[src/rtl/jtag_emu_pkg.sv]
// Shared types and constants for the JTAG shift engine.
package jtag_emu_pkg;

  localparam int MAX_BITS_DEF = 32;
  localparam int DIV_W_DEF    = 8;
  localparam int LEN_W_DEF    = 6;

  // Shortest legal TCK half-period (in ps7_clk cycles, minus 1); keeps TCK
  // slow enough for the 2-flop TDO synchronizer to settle within a phase.
  localparam int MIN_DIV      = 2;
  localparam int SYNC_STAGES  = 2;

  // state       | meaning
  // ST_IDLE     | waiting for a command, pins parked (tck low)
  // ST_SHIFT_LO | TCK low phase of the current bit, TMS/TDI driven
  // ST_SHIFT_HI | TCK high phase, TDO sampled on the last cycle
  // ST_TRST     | TRSTn held low for len TCK periods, TCK parked low
  // ST_RESP     | response presented until the PS consumes it
  typedef enum logic [2:0] {
    ST_IDLE     = 3'd0,
    ST_SHIFT_LO = 3'd1,
    ST_SHIFT_HI = 3'd2,
    ST_TRST     = 3'd3,
    ST_RESP     = 3'd4
  } state_e;

endpackage

[src/rtl/jtag_tdo_sync.sv]
// Multi-flop synchronizer bringing PULPino's TDO into the ps7_clk domain.
module jtag_tdo_sync
  import jtag_emu_pkg::*;
#(
  parameter int STAGES = SYNC_STAGES
) (
  input  logic ps7_clk,
  input  logic ps7_rst_n,
  input  logic d_i,
  output logic q_o
);

  logic [STAGES-1:0] sync_q;

  // Shift the asynchronous input through the flop chain.
  always_ff @(posedge ps7_clk or negedge ps7_rst_n) begin
    if (!ps7_rst_n) begin
      sync_q <= '0;
    end else begin
      sync_q <= {sync_q[STAGES-2:0], d_i};
    end
  end

  assign q_o = sync_q[STAGES-1];

endmodule

[src/rtl/jtag_emu_ctrl.sv]
// JTAG shift engine: turns one PS command into up to MAX_BITS TAP cycles
// (or a TRSTn pulse) at a programmable TCK rate and returns captured TDO.
module jtag_emu_ctrl
  import jtag_emu_pkg::*;
#(
  parameter int MAX_BITS = MAX_BITS_DEF,
  parameter int DIV_W    = DIV_W_DEF,
  parameter int LEN_W    = LEN_W_DEF
) (
  input  logic                ps7_clk,
  input  logic                ps7_rst_n,
  input  logic [DIV_W-1:0]    cfg_div_i,
  input  logic                cmd_valid_i,
  output logic                cmd_ready_o,
  input  logic                cmd_trst_i,
  input  logic [LEN_W-1:0]    cmd_len_i,
  input  logic [MAX_BITS-1:0] cmd_tms_i,
  input  logic [MAX_BITS-1:0] cmd_tdi_i,
  output logic                rsp_valid_o,
  input  logic                rsp_ready_i,
  output logic [MAX_BITS-1:0] rsp_tdo_o,
  output logic                rsp_err_o,
  output logic                busy_o,
  output logic                tck_o,
  output logic                tms_o,
  output logic                tdi_o,
  output logic                trst_no,
  input  logic                tdo_i
);

  localparam int IDX_W = (MAX_BITS > 1) ? $clog2(MAX_BITS) : 1;

  localparam logic [DIV_W:0] PH_ONE  = {{DIV_W{1'b0}}, 1'b1};
  localparam logic [LEN_W-1:0] LEN_ONE = {{(LEN_W-1){1'b0}}, 1'b1};
  localparam logic [IDX_W-1:0] IDX_ONE = {{(IDX_W-1){1'b0}}, 1'b1};

  state_e              state_q;
  logic [DIV_W-1:0]    div_q;
  logic [DIV_W:0]      ph_q;
  logic [LEN_W-1:0]    len_q;
  logic [LEN_W-1:0]    bit_q;
  logic [MAX_BITS-1:0] tms_vec_q;
  logic [MAX_BITS-1:0] tdi_vec_q;
  logic [MAX_BITS-1:0] tdo_q;
  logic                tck_q;
  logic                tms_q;
  logic                tdi_q;
  logic                trst_n_q;
  logic                rsp_valid_q;
  logic                rsp_err_q;

  logic                sync_tdo;
  logic [DIV_W-1:0]    div_d;
  logic                len_bad;
  logic                last_bit;
  logic                ph_done;
  logic [IDX_W-1:0]    idx;
  logic [IDX_W-1:0]    idx_nxt;

  jtag_tdo_sync #(
    .STAGES (SYNC_STAGES)
  ) u_tdo_sync (
    .ps7_clk   (ps7_clk),
    .ps7_rst_n (ps7_rst_n),
    .d_i       (tdo_i),
    .q_o       (sync_tdo)
  );

  // Clamp the divider and classify the incoming command length.
  always_comb begin
    div_d   = (cfg_div_i < DIV_W'(MIN_DIV)) ? DIV_W'(MIN_DIV) : cfg_div_i;
    len_bad = (cmd_len_i == '0) || (cmd_len_i > LEN_W'(MAX_BITS));
  end

  // bit_q never exceeds MAX_BITS-1 while shifting, so the low bits suffice
  // as a vector index; idx_nxt is only used when another bit follows.
  assign idx      = bit_q[IDX_W-1:0];
  assign idx_nxt  = idx + IDX_ONE;
  assign last_bit = (bit_q == (len_q - LEN_ONE));
  assign ph_done  = (ph_q == '0);

  // Command sequencer with registered pin and response outputs.
  always_ff @(posedge ps7_clk or negedge ps7_rst_n) begin
    if (!ps7_rst_n) begin
      state_q     <= ST_IDLE;
      div_q       <= DIV_W'(MIN_DIV);
      ph_q        <= '0;
      len_q       <= '0;
      bit_q       <= '0;
      tms_vec_q   <= '0;
      tdi_vec_q   <= '0;
      tdo_q       <= '0;
      tck_q       <= 1'b0;
      tms_q       <= 1'b1;
      tdi_q       <= 1'b0;
      trst_n_q    <= 1'b1;
      rsp_valid_q <= 1'b0;
      rsp_err_q   <= 1'b0;
    end else begin
      unique case (state_q)
        ST_IDLE: begin
          if (cmd_valid_i) begin
            div_q <= div_d;
            len_q <= cmd_len_i;
            bit_q <= '0;
            tdo_q <= '0;
            tck_q <= 1'b0;
            if (len_bad) begin
              state_q     <= ST_RESP;
              rsp_valid_q <= 1'b1;
              rsp_err_q   <= 1'b1;
            end else if (cmd_trst_i) begin
              state_q   <= ST_TRST;
              rsp_err_q <= 1'b0;
              trst_n_q  <= 1'b0;
              tms_q     <= 1'b1;
              // One full TCK period per count: 2*(div+1) cycles.
              ph_q      <= {div_d, 1'b1};
            end else begin
              state_q   <= ST_SHIFT_LO;
              rsp_err_q <= 1'b0;
              tms_vec_q <= cmd_tms_i;
              tdi_vec_q <= cmd_tdi_i;
              tms_q     <= cmd_tms_i[0];
              tdi_q     <= cmd_tdi_i[0];
              ph_q      <= {1'b0, div_d};
            end
          end
        end

        ST_SHIFT_LO: begin
          if (ph_done) begin
            state_q <= ST_SHIFT_HI;
            tck_q   <= 1'b1;
            ph_q    <= {1'b0, div_q};
          end else begin
            ph_q <= ph_q - PH_ONE;
          end
        end

        ST_SHIFT_HI: begin
          if (ph_done) begin
            tdo_q[idx] <= sync_tdo;
            tck_q      <= 1'b0;
            if (last_bit) begin
              state_q     <= ST_RESP;
              rsp_valid_q <= 1'b1;
            end else begin
              state_q <= ST_SHIFT_LO;
              bit_q   <= bit_q + LEN_ONE;
              tms_q   <= tms_vec_q[idx_nxt];
              tdi_q   <= tdi_vec_q[idx_nxt];
              ph_q    <= {1'b0, div_q};
            end
          end else begin
            ph_q <= ph_q - PH_ONE;
          end
        end

        ST_TRST: begin
          if (ph_done) begin
            if (last_bit) begin
              state_q     <= ST_RESP;
              trst_n_q    <= 1'b1;
              rsp_valid_q <= 1'b1;
            end else begin
              bit_q <= bit_q + LEN_ONE;
              ph_q  <= {div_q, 1'b1};
            end
          end else begin
            ph_q <= ph_q - PH_ONE;
          end
        end

        ST_RESP: begin
          if (rsp_ready_i) begin
            state_q     <= ST_IDLE;
            rsp_valid_q <= 1'b0;
          end
        end

        default: begin
          state_q     <= ST_IDLE;
          tck_q       <= 1'b0;
          trst_n_q    <= 1'b1;
          rsp_valid_q <= 1'b0;
        end
      endcase
    end
  end

  assign cmd_ready_o = (state_q == ST_IDLE);
  assign busy_o      = (state_q != ST_IDLE);
  assign rsp_valid_o = rsp_valid_q;
  assign rsp_tdo_o   = tdo_q;
  assign rsp_err_o   = rsp_err_q;
  assign tck_o       = tck_q;
  assign tms_o       = tms_q;
  assign tdi_o       = tdi_q;
  assign trst_no     = trst_n_q;

endmodule

[config.mk]
export PLATFORM = sky130hd
export DESIGN_NAME = jtag_emu_ctrl
export DESIGN_NICKNAME = d
export VERILOG_FILES = /design/src/rtl/jtag_emu_pkg.sv /design/src/rtl/jtag_tdo_sync.sv /design/src/rtl/jtag_emu_ctrl.sv
export SDC_FILE = /design/constraint.sdc
export NUM_CORES = 1
export LEC_CHECK = 0
export CORE_UTILIZATION = 55
export DETAILED_ROUTE_END_ITERATION = 10
export PLACE_DENSITY_LB_ADDON = 0.05
export SLEW_MARGIN = 20
export SYNTH_ARGS = -nofsm -noshare
export SYNTH_HDL_FRONTEND = slang
export SYNTH_SLANG_ARGS = --single-unit
[constraint.sdc]
create_clock -name ps7_clk -period 5.1 [get_ports ps7_clk]
set_input_delay 1.02 -clock ps7_clk [delete_from_list [all_inputs] [get_ports ps7_clk]]
set_output_delay 1.02 -clock ps7_clk [all_outputs]
set_load 0.02 [all_outputs]
## Yosys cells after proc, flatten, opt, wreduce, memory -nomap -nowiden

Cells that the tools add are included.

| storage, ports and cells | value |
|---|---|
| bits in latches | 0 |
| output and inout port bits | 40 |
| memories kept | 0 |
| bits in read-only memories | 0 |
| logic and storage cells | 134 |
| bits in writable memories | 0 |
| input port bits | 84 |
| register bits | 136 |

| operators by class | value |
|---|---|
| divide/modulo/power cells | 0 |
| shift operators | 0 |
| muxes and demuxes | 61 |
| bitwise gates (word level) | 5 |
| $lt $le $gt $ge | 5 |
| $add $sub $neg | 4 |
| $mul | 0 |
| reduce and logical (&&, ||, !) cells | 23 |
| equality and inequality tests | 21 |

Operators by type and width:

| kind | count |
|---|---|
| 2-to-1 mux 9 bit | 8 |
| 2-to-1 mux 32 bit | 2 |
| case mux 32 bit (2 select lines) | 1 |
| case mux 9 bit (4 select lines) | 1 |
| bitwise mux 32 bit | 1 |
| 2-to-1 mux 1 bit | 25 |
| 2-to-1 mux 3 bit | 8 |
| AND reduction 6 bit | 4 |
| != test 2 bit, second input constant | 10 |
| 2-to-1 mux 6 bit | 3 |
| case mux 3 bit (5 select lines) | 1 |
| less-than comparator 5 x 6 -> 1 bit, second input constant | 2 |
| case mux 6 bit (2 select lines) | 1 |
| AND reduction 4 bit | 3 |
| binary-select mux 1 bit (select 5 bit) | 2 |
| AND reduction 5 bit | 2 |
| zero test 9 bit | 1 |
| subtractor 9 x 1 -> 9 bit, second input constant | 1 |
| less-than comparator 8 x 2 -> 1 bit, second input constant | 1 |
| 2-to-1 mux 8 bit | 1 |
| != test 2 x 1 -> 1 bit, second input constant | 4 |
| case mux 1 bit (4 select lines) | 2 |
| adder 6 x 1 -> 6 bit, second input constant | 1 |
| == test 3 x 2 -> 1 bit, second input constant | 2 |
| 24 further kinds | 32 |

## Depth between registers and ports, before layout

Gate-level depths: netlist of the first run.

| depth | value |
|---|---|
| word-level depth | 7 |
| depth in mapped cells | 11 |
| mapped depth without buffers | 8 |

## Hierarchy

Synthesis of the first run repeated with hierarchy kept, for this count alone.

| second synthesis, totals | value |
|---|---|
| cell total of the unflattened synthesis | 642 |
| area total of the unflattened synthesis | 7,033.0 µm² |

By module, submodules not included:

| module | area each (µm²) | times used | cells an instance |
|---|---|---|---|
| jtag_emu_ctrl | 6,982.9 | 1 | 640 |
| jtag_tdo_sync | 50.0 | 1 | 2 |

## Worst setup path before layout of the first run

Ideal clock, no wire load.

| timing path | value |
|---|---|
| path type | reg-to-reg |
| from | register bit_q[0] |
| to | register tms_q (netlist: tms_o) |
| required time | 5.020 ns |
| path slack | 2.280 ns |
| period minus slack after synthesis | 2.820 ns |
| arrival | 2.741 ns |
| buffers on the path | 3 |
| stages on the path, launching flop included | 11 |
| setup time | 0.080 ns |
| cell sequence | dfrtp_1 -> buf_2 -> inv_1 -> ha_1 -> buf_2 -> buf_1 -> mux4_2 -> mux4_2 -> nand2_1 -> nand3_1 -> a32o_1 |

| between the ends | value |
|---|---|
| word-level cells in the longest chain between the ends | 6 |
| elaborated cells on any way between the ends | 9 |
| those cells by class | 1 x add/sub; 2 x eq/ne; 5 x mux; 1 x reduce/logical |

RTL lines:

| what | RTL line | source |
|---|---|---|
| from (decl) | jtag_emu_ctrl.sv:41 | `logic [LEN_W-1:0] bit_q;` |
| from (signal assigned) | jtag_emu_ctrl.sv:150 | `bit_q <= bit_q + LEN_ONE;` |
| from (signal assigned) | jtag_emu_ctrl.sv:167 | `bit_q <= bit_q + LEN_ONE;` |
| adder 5 x 1 -> 5 bit | jtag_emu_ctrl.sv:78 | `assign idx_nxt = idx + IDX_ONE;` |
| binary-select mux 1 bit (select 5 bit) | jtag_emu_ctrl.sv:151 | `tms_q <= tms_vec_q[idx_nxt];` |
| 2-to-1 mux 1 bit (implied by the code) | jtag_emu_ctrl.sv:151 |  |
| 2-to-1 mux 1 bit | jtag_emu_ctrl.sv:145 | `if (last_bit) begin` |
| 2-to-1 mux 1 bit | jtag_emu_ctrl.sv:142 | `if (ph_done) begin` |
| case mux 1 bit (2 select lines) | jtag_emu_ctrl.sv:100 | `unique case (state_q)` |
| to (signal assigned) | jtag_emu_ctrl.sv:124 | `tms_q <= cmd_tms_i[0];` |
| to (signal assigned) | jtag_emu_ctrl.sv:151 |  |
| to (decl) | jtag_emu_ctrl.sv:46 | `logic tms_q;` |

Parallel ways exist; a longest one is shown, timed or not. The select of a mux whose other input is x is not followed.
A chain may end at the register's enable or synchronous reset.

## Worst setup path in the final report of the first run

| timing path | value |
|---|---|
| from | register state_q[1] |
| to | output cmd_ready_o |

| between the ends | value |
|---|---|
| word-level cells in the longest chain between the ends | 1 |

RTL lines:

| what | RTL line | source |
|---|---|---|
| from (decl) | jtag_emu_ctrl.sv:37 | `state_e state_q;` |
| from (signal assigned) | jtag_emu_ctrl.sv:85 | `state_q <= ST_IDLE;` |
| from (signal assigned) | jtag_emu_ctrl.sv:109 | `state_q <= ST_RESP;` |
| from (signal assigned) | jtag_emu_ctrl.sv:113 | `state_q <= ST_TRST;` |
| zero test 3 bit | jtag_emu_ctrl.sv:192 | `assign cmd_ready_o = (state_q == ST_IDLE);` |
| to (decl) | jtag_emu_ctrl.sv:14 | `output logic cmd_ready_o,` |

Every way passes these cells.

==> results of run 1 <==
[final timing paths]
check,startpoint,to
max,state_q[1]$_DFFE_PN0P_,cmd_ready_o
min,u_tdo_sync.sync_q[0]$_DFF_PN0_,u_tdo_sync.sync_q[1]$_DFF_PN0_
max reg2reg,state_q[1]$_DFFE_PN0P_,tdi_vec_q[17]$_DFFE_PN0P_
min reg2reg,u_tdo_sync.sync_q[0]$_DFF_PN0_,u_tdo_sync.sync_q[1]$_DFF_PN0_
max in group asynchronous,ps7_rst_n,tms_vec_q[5]$_DFFE_PN0P_
min in group asynchronous,ps7_rst_n,ph_q[6]$_DFFE_PN0P_
[cell families after synthesis]
kind of cell / Yosys count
xor+xnor: 9
flops: 136
buf+inv: 53
mux: 100
simple gates: 155
compound gates: 192
fa+ha+maj: 6
[worst max-delay path, delay by kind of cell, from the launching register on]
kind	cells	cell delay, ps
simple gates	2	800
buf+inv	1	670
flops	1	730
[metal layers]
layer  vias to the layer above  wire, µm
li1                       2602         -
met3                        34      1071
met1                      2806      8002
met2                       233      8816
met5                         -         0
met4                         0       354
[placed cells by master (no fill, tap or decap), types with 5 or more instances in the layout]
cell type / netlist / final
dfrtp_1: 133 / 133
clkdlybuf4s50_1: 0 / 122
o21ai_0: 81 / 81
nand2_1: 62 / 62
mux2_4: 61 / 61
a21oi_1: 41 / 41
nor2_1: 25 / 25
mux4_2: 18 / 18
a31oi_1: 17 / 17
clkbuf_16: 0 / 17
nand2b_1: 11 / 11
inv_1: 10 / 10
mux2_2: 10 / 10
nand3_1: 9 / 9
o21a_1: 9 / 9
mux2i_1: 9 / 9
o22ai_1: 9 / 9
nor3_1: 8 / 8
xnor2_1: 7 / 7
ha_1: 6 / 6
nor2b_1: 5 / 5
nand4_1: 5 / 5
[Yosys cell counts, types with 7 or more instances]
library cell	count	area, µm²
mux4_2	18	405.4
o22ai_1	9	56.30
nor2_1	25	93.84
a31oi_1	17	106.4
nor3_1	8	40.04
dfrtp_1	133	3328
nand2b_1	11	68.82
inv_1	10	37.54
clkbuf_1	20	75.07
nand3_1	9	45.04
buf_1	7	26.28
o21ai_0	81	405.4
mux2_2	10	112.6
buf_2	7	35.03
xnor2_1	7	61.31
o21a_1	9	67.56
a21oi_1	41	205.2
nand2_1	62	232.7
mux2i_1	9	90.09
mux2_4	61	915.9
[state kept, by name, indices dropped and copies added, names as in the netlist]
name and flops:
rsp_err_o 1, div_q 8, bit_q 6, trst_no 1, tck_o 1, u_tdo_sync.sync_q 2
rsp_tdo_o 32, tdi_o 1, ph_q 9, rsp_valid_o 1, state_q 3, tms_vec_q 32
tdi_vec_q 32, len_q 6, tms_o 1
[cell type report]
type / count / area [µm²] / area share
clock inverter: 10 / 168.9 / 0.01830
clock buffer: 21 / 470.5 / 0.05096
sequential: 136 / 3407 / 0.3691
inverter: 10 / 37.54 / 0.004066
multi-input combinational: 462 / 3657 / 0.3962
tap: 172 / 215.2 / 0.02331
timing repair buffer: 127 / 1275 / 0.1381
[power breakdown]
part	switching [mW]	internal [mW]	total [mW]
sequential	0.325	1.47	1.79
combinational	0.749	0.931	1.68
clock	0.467	0.857	1.32
total	1.54	3.25	4.80
==> impl_metrics.json, run 1 <==
{
  "outcome": "finished clean",
  "synth_top_family_by_area": "multiplexers",
  "clkLatencyLatePin_ps": 420,
  "grt_use_met2": 0.4408,
  "cts.sinks": 136,
  "cts-resized-gates": 0,
  "grt_use_met1": 0.3761,
  "reg2reg_depth": 6,
  "power_density_nw_per_um2": 519.5,
  "hold_ws_ps": 356.5,
  "drt_wl_total_um": 18250,
  "drive_gt1_frac": 0.1919,
  "maxCapViolCount": 0,
  "pre_cts_ws_ps": 1240,
  "dr_total_vias": 5675,
  "worst_pin_slew_ps": 1090,
  "ys_seq_elements": 136,
  "synth_area_um2": 7385,
  "io_buffers": 123,
  "overflow": 0,
  "clockRootBuffer": "clkbuf_16",
  "dp_cells": 907,
  "cts_buffer_depth": 2,
  "synth_xor_xnor_area_share": 0.01067,
  "dp_hpwl_um": 12140,
  "fmax_mhz": 275.2,
  "clk_pin_slew_ps": 60,
  "grtUsageTotal": 0.2781,
  "cts_hold_buf": 0,
  "syn_area_per_cell_um2": 11.34,
  "crit_path_max_incr_delay_ps": 730,
  "fillers": 937,
  "maxSlewViolCount": 0,
  "cts_buffers": 17,
  "antenna_found_initial": 0,
  "finalCritPeriodShare": 0.7124,
  "gp_congestion": 0.8436,
  "gr-usage-met3": 0.06686,
  "syn-num-nets": 741,
  "placementRows": 41,
  "ir_worst_vdd_mv": 0.2919,
  "synth-seq-area-share": 0.4614,
  "synthAdderAreaFrac": 0.01017,
  "power_leakage_nw": 3.904,
  "cts_tree": "built",
  "start_kind": "flop",
  "crit_required_ps": 4080,
  "area_growth_pct": 25.01,
  "synth_compound_area_frac": 0.1576,
  "post_cts_buffers": 0,
  "rrSetupSlack_ps": 1830,
  "tns_ps": 0,
  "nets": 844,
  "rsz0062_at_grt": "no",
  "ios": 124,
  "firstDrtPassIters": 5,
  "path_max_fanout": 31,
  "dieWidth_um": 117.9,
  "finalNonFillerCells": 938,
  "synth_top_flop_cell": "dfrtp_1",
  "grt_pass1_vias": 5755,
  "critical_path_class": "reg2out",
  "die_area_um2": 13890,
  "whs_path_depth": 0,
  "muxShareOfSynthArea": 0.2094,
  "finalClockSkew_ps": 9.502,
  "synth_edf_count": 0,
  "fin_ws_ps": 1467,
  "min_path_type": "reg2reg",
  "grt_pass1_wl_um": 30020,
  "cp-end-kind": "primary output",
  "finalHoldViolCount": 0,
  "syn_inst": 651,
  "busiest_layer": "met2",
  "placed_area_um2": 8592,
  "coreArea_um2": 12880,
  "drt-initial-drc-count": 508,
  "die_h_um": 117.9,
  "wire_per_inst_um": 19.45,
  "yosys.cell_types.count": 66,
  "drc": 0,
  "critical_path.cell_chain": "or2_2, nor2_1, clkdlybuf4s50_1",
  "grt_max_degree": 86,
  "fin_crit_ps": 3633,
  "synthArstFlopShare": 1.000,
  "post-route-util": 0.7169,
  "relSlewSlack": 0.2713,
  "worstPathArrival_ps": 2610,
  "cpMaxStageDelayCell": "dfrtp_1",
  "antenna_left": 0,
  "ys_warn_count": 0,
  "final_area_um2": 9231,
  "synthSimpleGateAreaFrac": 0.1074,
  "total_power_mw": 4.796,
  "antenna_cells": 0,
  "htree_levels": 4,
  "start_util": 0.5735,
  "setup_viol": 0,
  "vias_per_cell": 6.050
}
Note: power is estimated with default switching activity, not from simulation.
==> inputs of run 2 (changes only) <==
--- a/config.mk
+++ b/config.mk
@@ -5,7 +5,7 @@
 export SDC_FILE = /design/constraint.sdc
 export NUM_CORES = 1
 export LEC_CHECK = 0
-export CORE_UTILIZATION = 55
+export CORE_UTILIZATION = 49
 export DETAILED_ROUTE_END_ITERATION = 10
 export PLACE_DENSITY_LB_ADDON = 0.05
 export SLEW_MARGIN = 20
==> constraint.sdc (replaced) <==
create_clock -name ps7_clk -period 3.1 [get_ports ps7_clk]
set_input_delay 0.62 -clock ps7_clk [delete_from_list [all_inputs] [get_ports ps7_clk]]
set_output_delay 0.62 -clock ps7_clk [all_outputs]
set_load 0.02 [all_outputs]
==> impl_metrics.json, run 2 (synthesis gave the netlist of run 1 again) <==
{
  "total_power_mw": 7.720,
  "nets": 867,
  "cpMaxStageDelayCell": "nand4_1",
  "cp-startpoint": "ph_q[0]$_DFFE_PN0P_",
  "crit_path_max_incr_delay_ps": 480,
  "clkPwrFrac": 0.249,
  "cts_buffers": 17,
  "power_frac_comb": 0.378,
  "switching_share": 0.3339,
  "reg2reg_from": "ph_q[0]$_DFFE_PN0P_",
  "fillers": 1162,
  "maxSlewViolCount": 0,
  "maxCapViolCount": 0,
  "final_area_um2": 9366,
  "cp-end-kind": "flop",
  "die_area_um2": 15570,
  "critical_path_class": "reg2reg",
  "drive_gt1_frac": 0.2165,
  "grt_pass1_vias": 5718,
  "drt-initial-drc-count": 433,
  "violations": "DRC",
  "grtUsageTotal": 0.2532,
  "layout_commonest_cell": "dfrtp_1",
  "clkLatencyLatePin_ps": 420,
  "placed_area_um2": 8805,
  "firstDrtPassIters": 8,
  "overflow": 0,
  "crit_family": "simple AND/OR/NAND/NOR gates",
  "area_growth_pct": 26.84,
  "coreArea_um2": 14640,
  "min_path_type": "in2async",
  "post_cts_buffers": 0,
  "final_cell_mix": "133 x dfrtp_1, 122 x clkdlybuf4s50_1, 81 x o21ai_0",
  "antenna_left": 0,
  "tns_ps": 0,
  "wire_per_inst_um": 18.96,
  "worstPathArrival_ps": 3030,
  "clk_pin_slew_ps": 60,
  "dr_total_vias": 5636,
  "finalClockSkew_ps": 8.635,
  "setup_viol": 0,
  "fmax_mhz": 367.8,
  "relSlewSlack": 0.5015,
  "start_kind": "flop",
  "drc": 15,
  "gp_congestion": 0.8404,
  "grt_pass1_wl_um": 30750,
  "dieWidth_um": 124.8,
  "grt_max_degree": 81,
  "clockRootBuffer": "clkbuf_16",
  "cts-resized-gates": 0,
  "outcome": "complete, but fails checks",
  "cts_hold_buf": 0,
  "fin_crit_ps": 2719,
  "power_leakage_nw": 3.988,
  "p_sw_mw": 2.578,
  "critical_path.cell_chain": "inv_1, ha_1, nor4b_2, nand3_1, a21boi_1, nand4_1, o21ai_0",
  "htree_levels": 4,
  "power.share.sequential": 0.373,
  "finalNonFillerCells": 974,
  "power_density_nw_per_um2": 824.2,
  "finalCritPeriodShare": 0.8770,
  "start_util": 0.5043,
  "pre_cts_ws_ps": 144.9,
  "worst_pin_slew_ps": 747.7,
  "fin_ws_ps": 381.2,
  "rsz0062_at_grt": "no",
  "dp_hpwl_um": 13060,
  "ir_worst_vdd_mv": 0.5237,
  "dp_cells": 942,
  "cts_buffer_depth": 2,
  "cts.sinks": 136,
  "antenna_cells": 0,
  "finalHoldViolCount": 0,
  "drt_wl_total_um": 18470,
  "path_buf_inv": 1,
  "io_buffers": 123,
  "die_h_um": 124.8,
  "vias_per_cell": 5.786,
  "p_int_mw": 5.143,
  "crit_required_ps": 3410,
  "antenna_found_initial": 0,
  "ios": 124,
  "cts_tree": "built",
  "path_max_fanout": 8,
  "placementRows": 44
}
## run 2: changes by cell type in the layout (fill, tap and decap cells not counted)
| cell | previous run | this run |
|---|---|---|
| buf_12 | 1 | 3 |
| buf_4 | 3 | 24 |
| bufinv_16 | 4 | 1 |
| clkbuf_8 | 3 | 1 |
| clkinv_2 | 0 | 3 |
| clkinv_4 | 3 | 2 |
| clkinvlp_4 | 3 | 4 |
| inv_6 | 0 | 3 |
## run 2: worst paths after layout
path,to,slack [ps],depth (start not counted)
setup / recovery,rsp_tdo_o[24]$_DFFE_PN0P_,380,7
hold / removal,ph_q[0]$_DFFE_PN0P_,230,1
setup reg to reg,rsp_tdo_o[24]$_DFFE_PN0P_,380,7
hold reg to reg,u_tdo_sync.sync_q[1]$_DFF_PN0_,360,0
max in group asynchronous,div_q[5]$_DFFE_PN0P_,2030,2
min in group ps7_clk,u_tdo_sync.sync_q[1]$_DFF_PN0_,360,0
## run 2: area by class of cell
class / instances / area [µm²] / area share
repair buffers: 150 / 1473 / 0.1572
clock buffers: 19 / 442.9 / 0.04729
multi-input cells: 462 / 3657 / 0.3905
well taps: 184 / 230.2 / 0.02458
flip-flops and latches: 136 / 3407 / 0.3637
clock inverters: 13 / 118.9 / 0.01269
inverters: 10 / 37.54 / 0.004007
## run 2: per-stage QoR
stage	util	hold slack (ps)
detailed placement	0.6012	344.3
global route	0.6396	282.4
CTS	0.6396	271.6
finish	0.6396	231.5
floorplan	-	324.4
global placement	0.6012	335.3
## run 2: per-layer routing
metal,track usage,vias up,wire length (µm)
met3,0.05670,15,954
met2,0.3962,186,8622
met5,0,-,0
met4,0.06536,0,172
li1,-,2641,-
met1,0.3554,2794,8721
## run 2: power groups by stage
stage	logic (mW)	registers (mW)	clock network [mW]
global route	3.19	2.96	2.03
floorplan	2.17	2.78	0
CTS	2.93	2.87	1.95
finish	2.92	2.88	1.92
detailed placement	2.91	2.89	0
global placement	2.84	2.87	0
==> inputs of run 3 (changes only) <==
--- a/config.mk
+++ b/config.mk
@@ -5,7 +5,8 @@
 export SDC_FILE = /design/constraint.sdc
 export NUM_CORES = 1
 export LEC_CHECK = 0
-export CORE_UTILIZATION = 49
+export ABC_AREA = 1
+export CORE_UTILIZATION = 54
 export DETAILED_ROUTE_END_ITERATION = 10
 export PLACE_DENSITY_LB_ADDON = 0.05
 export SLEW_MARGIN = 20
==> constraint.sdc (replaced) <==
create_clock -name ps7_clk -period 2.9 [get_ports ps7_clk]
set_input_delay 0.58 -clock ps7_clk [delete_from_list [all_inputs] [get_ports ps7_clk]]
set_output_delay 0.58 -clock ps7_clk [all_outputs]
set_load 0.02 [all_outputs]
==> impl_metrics.json, run 3 <==
{
  "firstDrtPassIters": 5,
  "fin_ws_ps": 289.5,
  "regToRegEndpoint": "rsp_tdo_o[2]$_DFFE_PN0P_",
  "synth_area_um2": 7467,
  "overflow": 0,
  "fillers": 1123,
  "ys_warn_count": 0,
  "syn-num-nets": 1081,
  "clk_pin_slew_ps": 60,
  "die_area_um2": 14300,
  "vias_per_cell": 5.296,
  "synth_top_area_frac": 0.4457,
  "grt_max_degree": 65,
  "placementRows": 42,
  "cts_buffer_depth": 2,
  "cts.sinks": 136,
  "cts_hold_buf": 0,
  "io_buffers": 123,
  "clkLatencyLatePin_ps": 430,
  "cts_buffers": 17,
  "multiInputGateArea_um2": 3359,
  "yosys.cell_types.count": 38,
  "rsz0062_at_grt": "no",
  "critical_path_class": "reg2reg",
  "grt_pass1_vias": 6479,
  "finalClockSkew_ps": 8.159,
  "yosysTopAreaCell": "dfrtp_1",
  "maxSlewViolCount": 0,
  "dieWidth_um": 119.6,
  "routed.top_layer": "met4",
  "clockRootBuffer": "clkbuf_16",
  "met3_length_um": 1007,
  "power_density_nw_per_um2": 936.6,
  "grtUsageTotal": 0.2753,
  "total_power_mw": 8.782,
  "pre_cts_ws_ps": 265.2,
  "cts-resized-gates": 0,
  "cp-end-kind": "flop",
  "wl_met1_um": 8653,
  "drive_gt1_frac": 0.07630,
  "htree_levels": 4,
  "drt_wl_total_um": 18520,
  "cts_tree": "built",
  "dp_hpwl_um": 12680,
  "wl_met2_um": 8622,
  "fin_crit_ps": 2611,
  "start_util": 0.5594,
  "final_cell_mix": "262 x nand2_1, 133 x dfrtp_1, 122 x clkdlybuf4s50_1",
  "yosysMostFrequentCell": "nand2_1",
  "nets": 1191,
  "path_max_fanout": 31,
  "worst_pin_slew_ps": 791.2,
  "crit_required_ps": 3210,
  "placed_area_um2": 8793,
  "synth_edf_count": 0,
  "rrSetupSlack_ps": 290,
  "synth_top_flop_cell": "dfrtp_1",
  "drt-initial-drc-count": 625,
  "synthArstFlopShare": 1.000,
  "synth-seq-area-share": 0.4563,
  "worstPathArrival_ps": 2920,
  "cp-startpoint": "ph_q[0]$_DFFE_PN0P_",
  "wire_per_inst_um": 14.36,
  "fmax_mhz": 383.1,
  "outcome": "finished clean",
  "coreArea_um2": 13350,
  "ios": 124,
  "synth_top_cells_by_count": "262 x nand2_1, 133 x dfrtp_1, 113 x inv_1",
  "dr_total_vias": 6832,
  "start_kind": "flop",
  "reg2reg_depth": 8,
  "final_area_um2": 9376,
  "power_leakage_nw": 4.468,
  "syn_area_per_cell_um2": 7.535,
  "antenna_left": 0,
  "post-route-util": 0.7025,
  "layout_commonest_cell": "nand2_1",
  "grt_pass1_wl_um": 31250,
  "setup_viol": 0,
  "area_growth_pct": 25.57,
  "post_cts_buffers": 0,
  "gp_congestion": 0.9257,
  "regArea_um2": 3407,
  "syn_inst": 991,
  "min_path_type": "in2async",
  "ys_seq_elements": 136,
  "tns_ps": 0,
  "drc": 0,
  "maxCapViolCount": 0,
  "synth.area.top_cells": "dfrtp_1 45%, nand2_1 13%, nand3_1 7.0%, inv_1 5.7%, nor2_1 5.1%",
  "ir_worst_vdd_mv": 0.6242,
  "antenna_cells": 0,
  "antenna_found_initial": 0,
  "die_h_um": 119.6,
  "reg2reg_from": "ph_q[0]$_DFFE_PN0P_",
  "relSlewSlack": 0.4685,
  "finalHoldViolCount": 0,
  "finalCritPeriodShare": 0.9002
}
## run 3: cell types whose count changed after synthesis, sizes merged, moves of 11 or more
cell	before	now
a21oi	42	61
a31oi	17	0
inv	10	117
mux2	73	11
mux4	18	0
nand2	63	267
nand2b	11	0
nand3	11	107
nor2	26	107
o31ai	2	31
## run 3: cell families (layout without fill, tap and decap cells)
| logic type | count (synthesis) | after routing | synth area share |
|---|---|---|---|
| compound gates | 169 | 169 | 0.1267 |
| mux | 11 | 11 | 0.02111 |
| simple gates | 498 | 498 | 0.2820 |
| buf+inv | 163 | 286 | 0.09450 |
| fa+ha+maj | 6 | 6 | 0.01005 |
| xor+xnor | 8 | 8 | 0.009384 |
| flops | 136 | 136 | 0.4563 |
## run 3: worst max path at each step
stage                                      to  slack, ps  cells past startpoint
CTS                  rsp_tdo_o[2]$_DFFE_PN0P_        310                      8
detailed placement  tdi_vec_q[28]$_DFFE_PN0P_        270                     10
finish               rsp_tdo_o[2]$_DFFE_PN0P_        290                      8
floorplan                   tdi_o$_DFFE_PN0P_        700                     14
global placement     tdi_vec_q[5]$_DFFE_PN0P_        310                      9
global route         rsp_tdo_o[2]$_DFFE_PN0P_        160                      8
## run 3: final cells by class
type	count	share of cell area
Sequential cell	136	0.3634
Clock buffer	20	0.04871
Multi-Input combinational cell	692	0.3583
Clock inverter	12	0.01348
Timing Repair Buffer	135	0.1450
Inverter	119	0.04764
Tap cell	176	0.02349
## run 3: worst max-delay path, cell delays in order, from the launching register on
cell,delay (ps)
dfrtp_1,390
inv_1,90
ha_1,210
nand2_1,110
nor2_2,150
nand2_2,240
o21ai_4,480
nand3_4,420
o31ai_1,390
## run 3: routing by layer
metal / vias up / global-route usage
li1: 3402 / -
met1: 3194 / 0.3836
met2: 217 / 0.4346
met3: 19 / 0.05038
met4: 0 / 0.08984
met5: - / 0
## run 3: power by group
group          switching, mW  internal (mW)  total [mW]
clock                  0.825           1.30        2.13
combinational           2.39           1.38        3.77
sequential             0.324           2.56        2.88
## run 3: stage by stage
step,hold WS (ps),instances
after floorplan,284.4,991
after global placement,333.2,1258
after detailed placement,343.4,1258
after CTS,161.1,1290
after global routing,185.4,1290
final,126.4,1290
